--- src/rtl/control_sequencer.sv ---
// Four-cycle instruction sequencer (FETCH, LOAD, READ, EXEC) that drives datapath strobes
// from the latched instruction register and halts when the PC runs off the end of the program.
module control_sequencer #(
  parameter int unsigned PROG_LEN = 28
) (
  input  logic       clk,
  input  logic       rst,
  input  logic       run,
  input  logic [7:0] prog_data,
  input  logic       zero_flag,
  output logic [7:0] prog_addr,
  output logic [3:0] ram_addr,
  output logic       ram_re,
  output logic       ram_we,
  output logic [3:0] imm,
  output logic [1:0] alu_op,
  output logic       alu_en,
  output logic [1:0] acc_load,
  output logic [1:0] state,
  output logic       halted
);

  typedef enum logic [1:0] {T0 = 2'd0, T1 = 2'd1, T2 = 2'd2, T3 = 2'd3} state_e;

  typedef struct packed {
    logic       rd;
    logic       wr;
    logic       alu;
    logic [1:0] acc;
    logic       jmp;
    logic       jz;
  } dec_t;

  localparam logic [3:0] OP_ADD = 4'b0001;
  localparam logic [3:0] OP_SUB = 4'b0010;
  localparam logic [3:0] OP_AND = 4'b0011;
  localparam logic [3:0] OP_CMP = 4'b0110;
  localparam logic [3:0] OP_JMP = 4'b1001;
  localparam logic [3:0] OP_IN  = 4'b1011;
  localparam logic [3:0] OP_STA = 4'b1101;
  localparam logic [3:0] OP_JZ  = 4'b1110;
  localparam logic [3:0] OP_LDI = 4'b1111;

  localparam logic [1:0] ACC_NONE = 2'b00;
  localparam logic [1:0] ACC_IMM  = 2'b01;
  localparam logic [1:0] ACC_ALU  = 2'b10;
  localparam logic [1:0] ACC_PORT = 2'b11;

  localparam logic [8:0] PROG_LEN_W = 9'(PROG_LEN);

  state_e     state_q, state_d;
  logic [7:0] pc_q, pc_d;
  logic [7:0] ir_q, ir_d;
  logic       halted_q, halted_d;

  dec_t       dec;
  logic [8:0] pc_nx;

  // Opcode decode; undefined opcodes fall through to the all-zero NOP pattern.
  always_comb begin
    dec = '0;
    unique case (ir_q[7:4])
      OP_ADD, OP_SUB, OP_AND: begin
        dec.rd  = 1'b1;
        dec.alu = 1'b1;
        dec.acc = ACC_ALU;
      end
      OP_CMP: begin
        dec.rd  = 1'b1;
        dec.alu = 1'b1;
      end
      OP_LDI:  dec.acc = ACC_IMM;
      OP_IN:   dec.acc = ACC_PORT;
      OP_STA:  dec.wr  = 1'b1;
      OP_JMP:  dec.jmp = 1'b1;
      OP_JZ:   dec.jz  = 1'b1;
      default: dec = '0;
    endcase
  end

  always_comb begin
    state_d  = state_q;
    pc_d     = pc_q;
    ir_d     = ir_q;
    halted_d = halted_q;
    ram_re   = 1'b0;
    ram_we   = 1'b0;
    alu_en   = 1'b0;
    acc_load = ACC_NONE;
    pc_nx    = {1'b0, pc_q} + 9'd1;
    unique case (state_q)
      T0: if (run && !halted_q) state_d = T1;
      T1: begin
        ir_d    = prog_data;
        state_d = T2;
      end
      T2: begin
        ram_re  = dec.rd;
        state_d = T3;
      end
      T3: begin
        ram_we   = dec.wr;
        alu_en   = dec.alu;
        acc_load = dec.acc;
        if (dec.jmp || (dec.jz && zero_flag)) pc_nx = {5'h00, ir_q[3:0]};
        // Out-of-range PC is kept (not clamped) so the halt point stays visible.
        pc_d = pc_nx[7:0];
        if (pc_nx >= PROG_LEN_W) halted_d = 1'b1;
        state_d = T0;
      end
    endcase
  end

  always_ff @(posedge clk) begin
    if (rst) begin
      state_q  <= T0;
      pc_q     <= 8'h00;
      ir_q     <= 8'h00;
      halted_q <= 1'b0;
    end else begin
      state_q  <= state_d;
      pc_q     <= pc_d;
      ir_q     <= ir_d;
      halted_q <= halted_d;
    end
  end

  assign prog_addr = pc_q;
  assign ram_addr  = ir_q[3:0];
  assign imm       = ir_q[3:0];
  assign alu_op    = ir_q[5:4];
  assign state     = state_q;
  assign halted    = halted_q;

endmodule

--- config.mk ---
export PLATFORM = sky130hd
export DESIGN_NAME = control_sequencer
export DESIGN_NICKNAME = d
export VERILOG_FILES = /design/src/rtl/control_sequencer.sv
export SDC_FILE = /design/constraint.sdc
export NUM_CORES = 1
export LEC_CHECK = 0
export ABC_AREA = 1
export BUFFER_PORTS_ARGS = -buffer_cell sky130_fd_sc_hd__buf_2
export CAP_MARGIN = 20
export CELL_PAD_IN_SITES_DETAIL_PLACEMENT = 1
export CELL_PAD_IN_SITES_GLOBAL_PLACEMENT = 2
export CORE_UTILIZATION = 23
export DETAILED_ROUTE_END_ITERATION = 6
export PLACE_DENSITY_LB_ADDON = 0.1
export SYNTH_ARGS = -nofsm -noshare
export SYNTH_HDL_FRONTEND = slang
export SYNTH_SLANG_ARGS = --single-unit
--- constraint.sdc ---
create_clock -name clk -period 1.5 [get_ports clk]
set_clock_uncertainty 0.15 [all_clocks]
set_input_delay 0.075 -clock clk [delete_from_list [all_inputs] [get_ports clk]]
set_output_delay 0.075 -clock clk [all_outputs]
set_load 0.01 [all_outputs]
==> impl_metrics.json <==
{
  "syn_area_per_cell_sq_um": 6.75,
  "synth_area_leaders": "dfxtp_1 (32%), nand2_1 (9.7%), inv_1 (7.2%)",
  "synthSimpleGateAreaFrac": 0.307,
  "rsz0062_at_grt": "yes",
  "end_kind": "primary output",
  "wire_per_inst_microns": 12.6,
  "dp_hpwl_microns": 2850,
  "grt_pass1_vias": 1265,
  "p_leak_nw": 0.829,
  "synth_cells": 178,
  "synth-seq-cells": 19,
  "areaGrowthSynthToFinish_pct": 47.3,
  "vias_per_cell": 4.37,
  "synthArstFlopShare": 0,
  "top_usage_layer": "met2",
  "vdd_drop_max_uv": 778,
  "finalSetupViolCount": 0,
  "drtIter0Drc": 52,
  "dp_slack_ns": -0.0165,
  "yosysSeqAreaShare": 0.317,
  "met2_usage": 0.239,
  "synthFlopType": "dfxtp_1",
  "ios": 38,
  "slew_violations": 0,
  "overflow": 0,
  "root_buffer": "clkbuf_8",
  "finalSetupTns_ns": 0,
  "grt_util_met1": 0.200,
  "die_area_sq_um": 5520,
  "clkTransAtPathRegs_ns": 0.08,
  "stdcell_count": 297,
  "grt_max_degree": 16,
  "synth.most_common_cell": "nand2_1",
  "fill_cells": 625,
  "antenna_cells": 0,
  "fin_area_sq_um": 1770,
  "hold_path.class": "primary input to register",
  "cts.sinks": 19,
  "max_freq_mhz": 671,
  "synth_nets": 196,
  "place_area_sq_um": 1480,
  "clk_latency_ns": 0.26,
  "synth_edf_count": 0,
  "yosys-top-cells-count": "nand2_1 (31), inv_1 (23), dfxtp_1 (19)",
  "first_pass_iters": 4,
  "netlist_area_sq_um": 1200,
  "synth_top_area_frac": 0.317,
  "finalHoldViolCount": 0,
  "layout.nets": 249,
  "gr-usage-met3": 0.0285,
  "layout_setup_ws_ns": 0.0104,
  "fp.dieH_microns": 74.3,
  "worst_slew_pin_slew_ns": 0.493,
  "dpl.cell_count": 281,
  "gp_congestion": 0.767,
  "grt_pass1_wl_microns": 6150,
  "cp_data_required_time_ns": 1.27,
  "std_cell_rows": 25,
  "synthAdderAreaFrac": 0.0625,
  "yosys_warnings": 0,
  "synth.distinct_cells": 23,
  "fin_crit_sh": 0.993,
  "die_w_microns": 74.3,
  "cp_max_fo": 13,
  "startpoint_type": "register",
  "synth_top_family_by_area": "simple AND/OR/NAND/NOR gates",
  "core_area_sq_um": 4880,
  "cts_tree": "built",
  "htreeDepth": 1,
  "postRouteAntennaNets": 0,
  "synth_top_cell_by_area": "dfxtp_1",
  "synth_xor_area_frac": 0,
  "vias": 1299,
  "criticalPathCategory": "register to primary output",
  "synth.mux.area_fraction": 0,
  "drive_gt1_frac": 0.452,
  "clockBufferDepth": 2,
  "start_util": 0.246,
  "status": "finished, final reports clean",
  "routed_wl_microns": 3730,
  "grt_usage": 0.146,
  "synth_compound_area_frac": 0.154,
  "place.port_buffers": 37,
  "holdWs_ns": 0.0127,
  "drv_cap": 0,
  "drc": 0,
  "cp.arrival_ns": 1.26,
  "cts-buffers-inserted": 3,
  "min_period_ns": 1.49,
  "grt_antenna_before_repair": 0,
  "power_density_nw_per_um2": 1430,
  "slew_headroom": 0.671
}
-- routing by layer --
| layer | vias to the layer above | share of wire |
|---|---|---|
| met2 | 26 | 0.47 |
| met4 | 0 | 0.0059 |
| met1 | 608 | 0.49 |
| li1 | 663 | - |
| met5 | - | 0 |
| met3 | 2 | 0.032 |
-- sequential cells by signal, indices dropped and copies added (netlist names) --
signal / cells
ir_q: 8
prog_addr: 8
state: 2
halted: 1
-- timing repair --
| item | 4_1_cts | 5_1_grt |
|---|---|---|
| hold endpoints to repair | 9 | 0 |
| endpoints found under the setup margin | 6 | 13 |
| gates resized for setup | 20 | 28 |
| pin swaps | 3 | 10 |
| setup buffers | 2 | 1 |
| hold buffers | 9 | 0 |
-- worst max-delay path: stages (launching register included) --
cell	delay, ns
dfxtp_4	0.38
ha_4	0.16
buf_12	0.13
nand3_1	0.09
a21oi_2	0.11
buf_2	0.14
-- final cells by class --
class	count	area (sq um)	share of cell area
clock buffer	4	45.0	0.0255
inverter	27	104	0.0587
multi-input combinational	119	714	0.404
sequential	19	410	0.232
tap	67	83.8	0.0474
timing repair buffer	61	412	0.233
-- stage by stage --
stage,utilization,power (mW)
final,0.363,2.53
after floorplan,-,1.57
after CTS,0.345,2.48
after global placement,0.304,1.95
after global routing,0.363,2.76
after detailed placement,0.304,1.96
-- where the power goes --
group	total (mW)	internal (mW)	switching (mW)	leakage, nW
combinational	1.27	0.571	0.700	0.645
sequential	0.884	0.698	0.186	0.162
clock	0.374	0.189	0.185	0.0228
-- placed cells by master (no fill, tap or decap) --
| cell type | instances |
|---|---|
| a211oi_1 | 1 |
| a21oi_1 | 11 |
| a21oi_2 | 1 |
| buf_12 | 1 |
| buf_2 | 37 |
| buf_4 | 11 |
| buf_6 | 3 |
| clkbuf_1 | 1 |
| clkbuf_8 | 3 |
| clkinv_1 | 1 |
| dfxtp_1 | 9 |
| dfxtp_2 | 3 |
| dfxtp_4 | 7 |
| dlygate4sd3_1 | 9 |
| ha_1 | 2 |
| ha_2 | 2 |
| ha_4 | 2 |
| inv_1 | 16 |
| inv_2 | 9 |
| inv_4 | 1 |
| nand2_1 | 30 |
| nand2_2 | 5 |
| nand2_4 | 1 |
| nand3_1 | 9 |
| nand3_2 | 4 |
| nand4_1 | 2 |
| nor2_1 | 14 |
| nor2_2 | 9 |
| nor2_4 | 2 |
| nor3_2 | 2 |
| nor3_4 | 1 |
| o211ai_1 | 2 |
| o21a_1 | 1 |
| o21ai_0 | 15 |
| o21ai_1 | 1 |
| o21bai_1 | 2 |
-- path summary, 6_finish.rpt --
check,start,endpoint,slack [ns],cells past startpoint
worst min register to register,ir_q[5],ir_q[5],0.38,2
worst min-delay path,prog_data[3],ir_q[3],0.01,3
worst max-delay path,state[0],acc_load[1],0.01,5
worst max register to register,prog_addr[0],halted,0.04,11
-- kinds of logic (layout without fill, tap and decap cells) --
logic type / after synthesis / in the layout
and+or+nand+nor: 79 / 79
buffers and inverters: 40 / 92
AOI/OAI and AO/OA: 34 / 34
DFF: 19 / 19
adders and majority gates: 6 / 6
Note: power is estimated with default switching activity, not from simulation.
